<file path="src/rtl/regfile_pkg.sv">
// -----------------------------------------------------------------------------
// regfile_pkg
// Shared definitions for the register-file access arbiter:
//   - register file operation codes driven on rf_op_code
//   - arbiter FSM state encoding
//   - default register file geometry (WORDSIZE x SIZE)
// No ports (package).
// -----------------------------------------------------------------------------
package regfile_pkg;

  localparam int WORDSIZE_DEF = 64;
  localparam int SIZE_DEF     = 32;

  localparam logic [6:0] OP_NOP   = 7'b0000000;
  localparam logic [6:0] OP_STORE = 7'b0000001;
  localparam logic [6:0] OP_LOAD  = 7'b0000010;

  typedef enum logic [1:0] {
    IDLE  = 2'd0,
    ISSUE = 2'd1,
    RESP  = 2'd2
  } arb_state_e;

endpackage : regfile_pkg

</file>
<file path="src/rtl/rr_arbiter2.sv">
// -----------------------------------------------------------------------------
// rr_arbiter2
// Combinational two-way grant.
//   valid_i[1:0]   request valid per requester
//   last_grant_i   previous winner (round-robin build only)
//   grant_o[1:0]   one-hot grant, zero when nothing is valid
// Build option: REGFILE_ARB_FIXED_PRIO_EN selects fixed priority (requester 0
// always wins a tie) and removes the last_grant_i port.
// -----------------------------------------------------------------------------
module rr_arbiter2 (
  output logic [1:0] grant_o,
`ifndef REGFILE_ARB_FIXED_PRIO_EN
  input  logic       last_grant_i,
`endif
  input  logic [1:0] valid_i
);

  always_comb begin
    grant_o = valid_i;
    if (valid_i == 2'b11) begin
`ifdef REGFILE_ARB_FIXED_PRIO_EN
      grant_o = 2'b01;
`else
      // On a tie the requester that did not win last time goes first.
      grant_o = last_grant_i ? 2'b01 : 2'b10;
`endif
    end
  end

endmodule : rr_arbiter2

</file>
<file path="src/rtl/regfile_access_arbiter.sv">
// -----------------------------------------------------------------------------
// regfile_access_arbiter
// Shares the single access port of the processor register file between two
// requesters (0 = execute unit, 1 = load/debug unit). One access is in flight
// at a time: accept (IDLE) -> drive register file (ISSUE) -> respond (RESP).
//
// Ports
//   clk, rst_n                clock, asynchronous active-low reset
//   req_valid/req_ready[1:0]  per-requester handshake (ready only in IDLE)
//   req_we[1:0]               per-requester write enable
//   req_addr[2*ADDR_W-1:0]    requester i at [i*ADDR_W +: ADDR_W]
//   req_wdata[2*WORDSIZE-1:0] requester i at [i*WORDSIZE +: WORDSIZE]
//   resp_valid[1:0]           one-cycle response pulse to the owner
//   resp_rdata                read data (0 for writes)
//   rf_rs1/rf_rd_in/rf_op_code register file controls, non-NOP only in ISSUE
//   rf_rs1_out                register file read data
//
// Build option: REGFILE_ARB_FIXED_PRIO_EN -> fixed priority to requester 0,
// no last-grant state.
// -----------------------------------------------------------------------------
module regfile_access_arbiter
  import regfile_pkg::*;
#(
  parameter int WORDSIZE = WORDSIZE_DEF,
  parameter int SIZE     = SIZE_DEF,
  parameter int ADDR_W   = $clog2(SIZE)
) (
  input  logic                  clk,
  input  logic                  rst_n,
  input  logic [1:0]            req_valid,
  output logic [1:0]            req_ready,
  input  logic [1:0]            req_we,
  input  logic [2*ADDR_W-1:0]   req_addr,
  input  logic [2*WORDSIZE-1:0] req_wdata,
  output logic [1:0]            resp_valid,
  output logic [WORDSIZE-1:0]   resp_rdata,
  output logic [ADDR_W-1:0]     rf_rs1,
  output logic [WORDSIZE-1:0]   rf_rd_in,
  output logic [6:0]            rf_op_code,
  input  logic [WORDSIZE-1:0]   rf_rs1_out
);

  arb_state_e            state_q, state_d;
  logic                  we_q, we_d;
  logic [ADDR_W-1:0]     addr_q, addr_d;
  logic [WORDSIZE-1:0]   wdata_q, wdata_d;
  logic                  winner_q, winner_d;
  logic [WORDSIZE-1:0]   rdata_q, rdata_d;
  logic [1:0]            grant;
  logic                  addr_live;

  logic [ADDR_W-1:0]     addr_arr  [2];
  logic [WORDSIZE-1:0]   wdata_arr [2];

  for (genvar gi = 0; gi < 2; gi++) begin : g_unpack
    assign addr_arr[gi]  = req_addr[gi*ADDR_W +: ADDR_W];
    assign wdata_arr[gi] = req_wdata[gi*WORDSIZE +: WORDSIZE];
  end

  // Register 0 is hardwired to zero; addresses past the end of the file
  // behave the same way.
  assign addr_live = (addr_q != '0) && (int'(addr_q) < SIZE);

`ifdef REGFILE_ARB_FIXED_PRIO_EN
  rr_arbiter2 u_arb (
    .grant_o (grant),
    .valid_i (req_valid)
  );
`else
  logic last_grant_q, last_grant_d;

  rr_arbiter2 u_arb (
    .grant_o      (grant),
    .last_grant_i (last_grant_q),
    .valid_i      (req_valid)
  );

  // Reset value 1 lets requester 0 win the first tie.
  always_ff @(posedge clk or negedge rst_n) begin
    if (!rst_n) begin
      last_grant_q <= 1'b1;
    end else begin
      last_grant_q <= last_grant_d;
    end
  end
`endif

  always_ff @(posedge clk or negedge rst_n) begin
    if (!rst_n) begin
      state_q  <= IDLE;
      we_q     <= 1'b0;
      addr_q   <= '0;
      wdata_q  <= '0;
      winner_q <= 1'b0;
      rdata_q  <= '0;
    end else begin
      state_q  <= state_d;
      we_q     <= we_d;
      addr_q   <= addr_d;
      wdata_q  <= wdata_d;
      winner_q <= winner_d;
      rdata_q  <= rdata_d;
    end
  end

  always_comb begin
    state_d    = state_q;
    we_d       = we_q;
    addr_d     = addr_q;
    wdata_d    = wdata_q;
    winner_d   = winner_q;
    rdata_d    = rdata_q;
`ifndef REGFILE_ARB_FIXED_PRIO_EN
    last_grant_d = last_grant_q;
`endif
    req_ready  = 2'b00;
    resp_valid = 2'b00;
    resp_rdata = '0;
    rf_rs1     = '0;
    rf_rd_in   = '0;
    rf_op_code = OP_NOP;

    case (state_q)
      IDLE: begin
        if (req_valid != 2'b00) begin
          // The state register is already forced to IDLE while rst_n is low;
          // gating here keeps req_ready low during reset as well.
          req_ready = grant & {2{rst_n}};
          winner_d  = grant[1];
          we_d      = req_we[grant[1]];
          addr_d    = addr_arr[grant[1]];
          wdata_d   = wdata_arr[grant[1]];
`ifndef REGFILE_ARB_FIXED_PRIO_EN
          last_grant_d = grant[1];
`endif
          state_d   = ISSUE;
        end
      end

      ISSUE: begin
        rf_rs1 = addr_q;
        if (we_q) begin
          rf_rd_in   = wdata_q;
          rf_op_code = addr_live ? OP_STORE : OP_NOP;
        end else begin
          rf_op_code = OP_LOAD;
        end
        // Read data is captured here so RESP does not depend on what the
        // register file shows once its inputs return to idle.
        rdata_d = (!we_q && addr_live) ? rf_rs1_out : '0;
        state_d = RESP;
      end

      RESP: begin
        resp_valid[winner_q] = 1'b1;
        resp_rdata           = rdata_q;
        state_d              = IDLE;
      end

      default: begin
        state_d = IDLE;
      end
    endcase
  end

endmodule : regfile_access_arbiter

</file>
<file path="config.mk">
export PLATFORM = sky130hd
export DESIGN_NAME = regfile_access_arbiter
export DESIGN_NICKNAME = d
export VERILOG_FILES = /design/src/rtl/regfile_pkg.sv /design/src/rtl/rr_arbiter2.sv /design/src/rtl/regfile_access_arbiter.sv
export SDC_FILE = /design/constraint.sdc
export NUM_CORES = 1
export LEC_CHECK = 0
export ABC_AREA = 1
export CAP_MARGIN = 20
export CORE_AREA = 2 2 135 137
export CTS_CLUSTER_SIZE = 10
export DETAILED_ROUTE_END_ITERATION = 7
export DIE_AREA = 0 0 137 139
export DONT_BUFFER_PORTS = 1
export REMOVE_ABC_BUFFERS = 1
export SLEW_MARGIN = 10
export SYNTH_ARGS = -nofsm -noshare
export SYNTH_HDL_FRONTEND = slang
export SYNTH_SLANG_ARGS = --single-unit
</file>
<file path="constraint.sdc">
create_clock -name clk -period 2.8 [get_ports clk]
set_input_delay 0.28 -clock clk [delete_from_list [all_inputs] [get_ports clk]]
set_output_delay 0.28 -clock clk [all_outputs]
set_load 0.02 [all_outputs]
</file>
# --- Word level (Yosys, flattened, before mapping) ---
# Index checks and enable logic that the tools add are counted.
word_totals:
  register_bits: 138
  inputBits: 208
  output_inout_bits: 144
  wordCells: 49
classes:
  magnitude_cmp: 4
  n_eq_ne: 4
  n_mux: 25
  bitwise_logic: 2
  n_reduce_logical: 7
op_table:
  columns: ["operator", "count"]
  rows:
  - ["two-way mux 64 bit", 7]
  - ["two-way mux 5 bit", 4]
  - ["two-way mux 2 bit", 8]
  - ["nonzero test 5 bit", 1]
  - ["== test 2 bit (second input constant)", 2]
  - ["< comparator 1 x 2 -> 1 bit (second input constant)", 2]
  - ["two-way mux 1 bit", 4]
  - ["one-hot mux 2 bit (2 select lines)", 1]
  - ["bitwise AND 2 bit", 1]
  - ["== test 2 x 1 -> 1 bit (second input constant)", 1]
  - [">= comparator 2 bit (second input constant)", 1]
  - ["logical AND 1 bit", 2]
  - ["zero test 2 bit", 1]
  - ["inequality test 2 bit (second input constant)", 1]
  - ["inverter 1 -> 2 bit", 1]
  - ["AND reduction 2 bit", 1]
  - ["nonzero test 2 bit", 1]
  - ["demux 1 bit (select 1 bit)", 1]
  - [">= comparator 1 bit (second input constant)", 1]
  - ["zero test 1 bit", 1]

# --- Depth between registers and ports, before layout ---
logic_depth:
  word_depth: 6
  ltp_mapped: 7
  ltp_nobuf: 6

# --- By module ---
# Synthesis repeated with hierarchy kept, for this count alone.
unflattened:
  cells_unflattened: 1049
  hier_area_um2: 7333.3
by_module_without_submodules:
  columns: ["mod", "n_inst", "cells_each", "area_per_inst_um2", "seq_area_each_um2"]
  rows:
  - ["regfile_access_arbiter", 1, 1044, 7312.0, 3454.6]
  - ["rr_arbiter2", 1, 5, 21.3, 0.0]

# --- Worst setup path after synthesis ---
# Ideal clock, no wire load.
synth_path:
  path_kind: "register -> output"
  start: "register last_grant_q"
  end: "output req_ready[0]"
  arrival_time_ns: 1.208
  required_time_ns: 2.520
  setup_slack_ns: 1.312
  stages_incl_launch_ff: 6
  n_path_buf: 1
  cell_sequence: "dfstp_2 > inv_1 > nand2_2 > buf_2 > nand3_1 > nor2_1"
synth_between:
  elab_chain_cells: 5
synth_lines:
  columns: ["item", "line_no", "rtl"]
  rows:
  - ["start: declaration", "regfile_access_arbiter.sv:70", "logic last_grant_q, last_grant_d;"]
  - ["start signal: assignment", "regfile_access_arbiter.sv:83", "last_grant_q <= last_grant_d;"]
  - ["two-way mux 2 bit", "rr_arbiter2.sv:25", "grant_o = last_grant_i ? 2'b01 : 2'b10;"]
  - ["two-way mux 2 bit", "rr_arbiter2.sv:20", "if (valid_i == 2'b11) begin"]
  - ["bitwise AND 2 bit", "regfile_access_arbiter.sv:128", "req_ready = grant & {2{rst_n}};"]
  - ["two-way mux 2 bit", "regfile_access_arbiter.sv:125", "if (req_valid != 2'b00) begin"]
  - ["two-way mux 2 bit", "regfile_access_arbiter.sv:123", "case (state_q)"]
  - ["end: declaration", "regfile_access_arbiter.sv:31", "output logic [1:0] req_ready,"]
# Every way passes these cells.

# --- Worst setup path after layout ---
layout_path:
  start: "register last_grant_q"
  end: "output req_ready[1]"
# The elaborated chain is that of the path after synthesis.

==> summary.txt <==
Power and ir drop
  – Clock power share: 23.5%
  – Switch Pwr: roughly 4.3 mW
  – Pleak: approximately 5 nW
  – Max IR drop VDD: around 0.40 mV
  – Total Power: just under 10 mW
  – Sw frac: 44.2%
  – Logic pwr share: between 40% and 50%
  – PwrDens: 1090 nW/um^2
  – Sequential share of power: a little over a third
  – Pint: around 5.4 mW

Floorplan
  – Core region area: between 15000 and 20000 sq um
  – Die Span X: 137 um
  – Die H: approximately 140 um
  – Row count: around 50
  – Initial Utilization: between 40% and 50%
  – Io pins: between 300 and 400
  – DIE AREA: around 19000 sq um

STA
  – Worst-margin pin slew: between 0.7 and 0.8 ns
  – Final worst path period need: 2.20 ns
  – Fmax: roughly 0.45 GHz
  – Max transition margin: a little under half
  – Worst Clk Skew: a little over 0.009 ns
  – Final setup fails: 0
  – Final slew viol count: 0
  – Worst hold slack: -0.442 ns
  – Final hold violations: about 140
  – Ratio of final minimum period to clock period: just under 80%
  – RSZ-0062 raised after global routing: false
  – Final worst setup slack: ~0.6 ns

Global routing
  – Total GRT Usage: 23.5%
  – First-pass GRT wire length: ~35000 um
  – Vias in the first global route: between 6000 and 7000
  – Total gr overflow: 0
  – Initial antenna violation count: 0
  – Largest net degree at the start of global routing: between 100 and 150

Clocking
  – CTS Hold Buffers Added: 45
  – Resize count post-CTS: 0
  – Sink count of the clock tree: 138
  – Worst skew pair latency: around 0.41 ns
  – H-tree levels: 4
  – CTS tree: done
  – Clock transition at the registers of the reported paths: 0.06 ns
  – Clk buf depth: 2
  – TritonCTS Buffers: 17
  – Setup Fix Bufs, Post-CTS: 0
  – Root buffer cell: clkbuf_16

Worst setup path
  – CP endpoint kind: output pin
  – Worst R2R Setup Slack: 0.91 ns
  – Required @ worst endpoint: between 2 and 3 ns
  – CP startpoint kind: flop
  – Worst Path Max Fanout: 20
  – Crit path kind: reg -> out
  – CP arrival: ~1.9 ns

Synth
  – Top post-synthesis cells by area: dfrtp_1, nand2_1, nand3_1
  – Cell variety after synth: 17
  – Register area share after synthesis: 43.9%
  – Mux cell area share after synthesis: 0%
  – Area leader, netlist: dfrtp_1
  – Avg Inst Size Synth: about 6.6 sq um
  – Mapped cell area: ~7900 sq um
  – Most common cell in the netlist: nand2_1
  – Synth Area in Compound Gates: less than 1%
  – Number of flops mapped to enable cells by yosys: 0
  – Yosys warns: 0
  – Ys async rst share: 100%
  – Adder and majority cell fraction of the synthesized area: 0%
  – Commonest cells post-synth: nand2_1, inv_1, nand3_1
  – Synth Area in XOR/XNOR: 0%
  – Simple-gate share of the synthesized area: about 40%
  – Top cell type's share of synthesized area: 43.5%
  – Synth Register Bits: 138
  – Synth Instances: 1200
  – Post-synth top flop: dfrtp_1
  – Largest family of logic cells by synthesized area: simple AND/OR/NAND/NOR gates

Routing
  – Total routed wirelength: 22500 um
  – Via count: around 7100
  – Antenna Nets Post-Route: 0
  – DR iter-0 viols: 329
  – WL/cell: between 15 and 20 um
  – Via density per instance: 4.96
  – DR DRC count: 0
  – DRT Pass-1 Iters: 5

Layout
  – Fillers: ~1800
  – Area growth, synth to finish: 13.4%
  – Multi-input combinational cell area: 3170 sq um
  – Layout cells sized above 1: 4.62%
  – N_diodes: 0
  – Post-route cell area: between 8000 and 9000 sq um
  – # nets final: around 1400
  – Storage cell area: approximately 3500 sq um

Worst hold path
  – Hold Path Class: in -> async

Status
  – Status: complete, but fails checks
  – Failing checks: hold timing

Placement
  – Routability Congestion: 0.852
  – Placed Area: just under 8000 sq um
  – Pre-CTS WS: 0.910 ns
  – Detailed placement HPWL: 14700 um
  – Port Buf Inserts: 0

Flow run
  – MaxCap Viol Count: 0
## cell usage in the layout (no fill, tap or decap), types with 2 or more instances in the layout
| cell type | instances |
|---|---|
| dlygate4sd3_1 | 45 |
| clkinv_4 | 3 |
| nand3_1 | 206 |
| clkbuf_16 | 17 |
| o21ai_0 | 2 |
| clkinv_2 | 3 |
| buf_12 | 4 |
| inv_1 | 215 |
| nand2_1 | 405 |
| clkinvlp_4 | 3 |
| nor2_4 | 2 |
| inv_6 | 2 |
| buf_4 | 9 |
| conb_1 | 5 |
| inv_2 | 2 |
| bufinv_16 | 3 |
| nor2_1 | 140 |
| nand2_2 | 4 |
| dfrtp_1 | 136 |
## power by group through the flow
stage                     clock [mW]  sequential, mW  combinational, mW
final                           2.29            3.40               4.06
after global routing            2.45            3.51               4.65
after global placement             0            3.39               4.01
after CTS                       2.35            3.39               4.12
after detailed placement           0            3.42               4.05
after floorplan                    0            3.35               2.94
## per-stage QoR
| step | setup TNS (ns) | hold WS [ns] | utilization, % | instances |
|---|---|---|---|---|
| finish | 0 | -0.442 | 50.6 | 1440 |
| floorplan | -40.10 | -0.0156 | - | 1121 |
| global placement | 0 | -0.0121 | 44.6 | 1363 |
| CTS | 0 | -0.461 | 50.6 | 1440 |
| detailed placement | 0 | -0.0122 | 44.6 | 1363 |
| global route | 0 | -0.469 | 50.6 | 1440 |
## worst max-delay path, cell delays in order, from the launching register on
cell     delay, ns
dfstp_2       0.36
inv_1         0.06
nand2_2       0.14
nand2_2       0.31
nand2_1       0.21
nor2_1        0.42
## area by class of cell
type	count	area share [%]
Clock buffer	18	4.81
Multi-Input combinational cell	766	35.5
Tap cell	229	3.21
Clock inverter	14	1.92
Inverter	217	9.12
Sequential cell	138	38.7
Timing Repair Buffer	58	6.70
## registers in the layout, summed over array words and instances (netlist names)
name and flops:
rdata_q 64, wdata_q 64, addr_q 5, state_q 2, last_grant_q 1, we_q 1
winner_q 1
## layer usage
layer,up-vias,track usage (%),routed length [um]
met1,3262,29.3,9340
met5,-,0,0
li1,3541,-,-
met4,0,7.70,512
met3,28,6.25,1710
met2,310,39.4,10900
## path summary, 6_finish.rpt
check,startpoint,endpoint,cells past startpoint
max in group asynchronous,rst_n,last_grant_q,0
hold / removal,rst_n,rdata_q[50],0
hold reg to reg,wdata_q[7],wdata_q[7],2
setup / recovery,last_grant_q,req_ready[1],5
min in group clk,rf_rs1_out[50],rdata_q[50],2
setup reg to reg,last_grant_q,last_grant_q,6
## cells by family (layout without fill, tap and decap cells)
| logic type | Yosys count | after routing |
|---|---|---|
| flops | 138 | 138 |
| other cells | 1 | 5 |
| compound gates | 2 | 2 |
| simple gates | 759 | 759 |
| buf+inv | 300 | 307 |
Note: power is estimated with default switching activity, not from simulation.
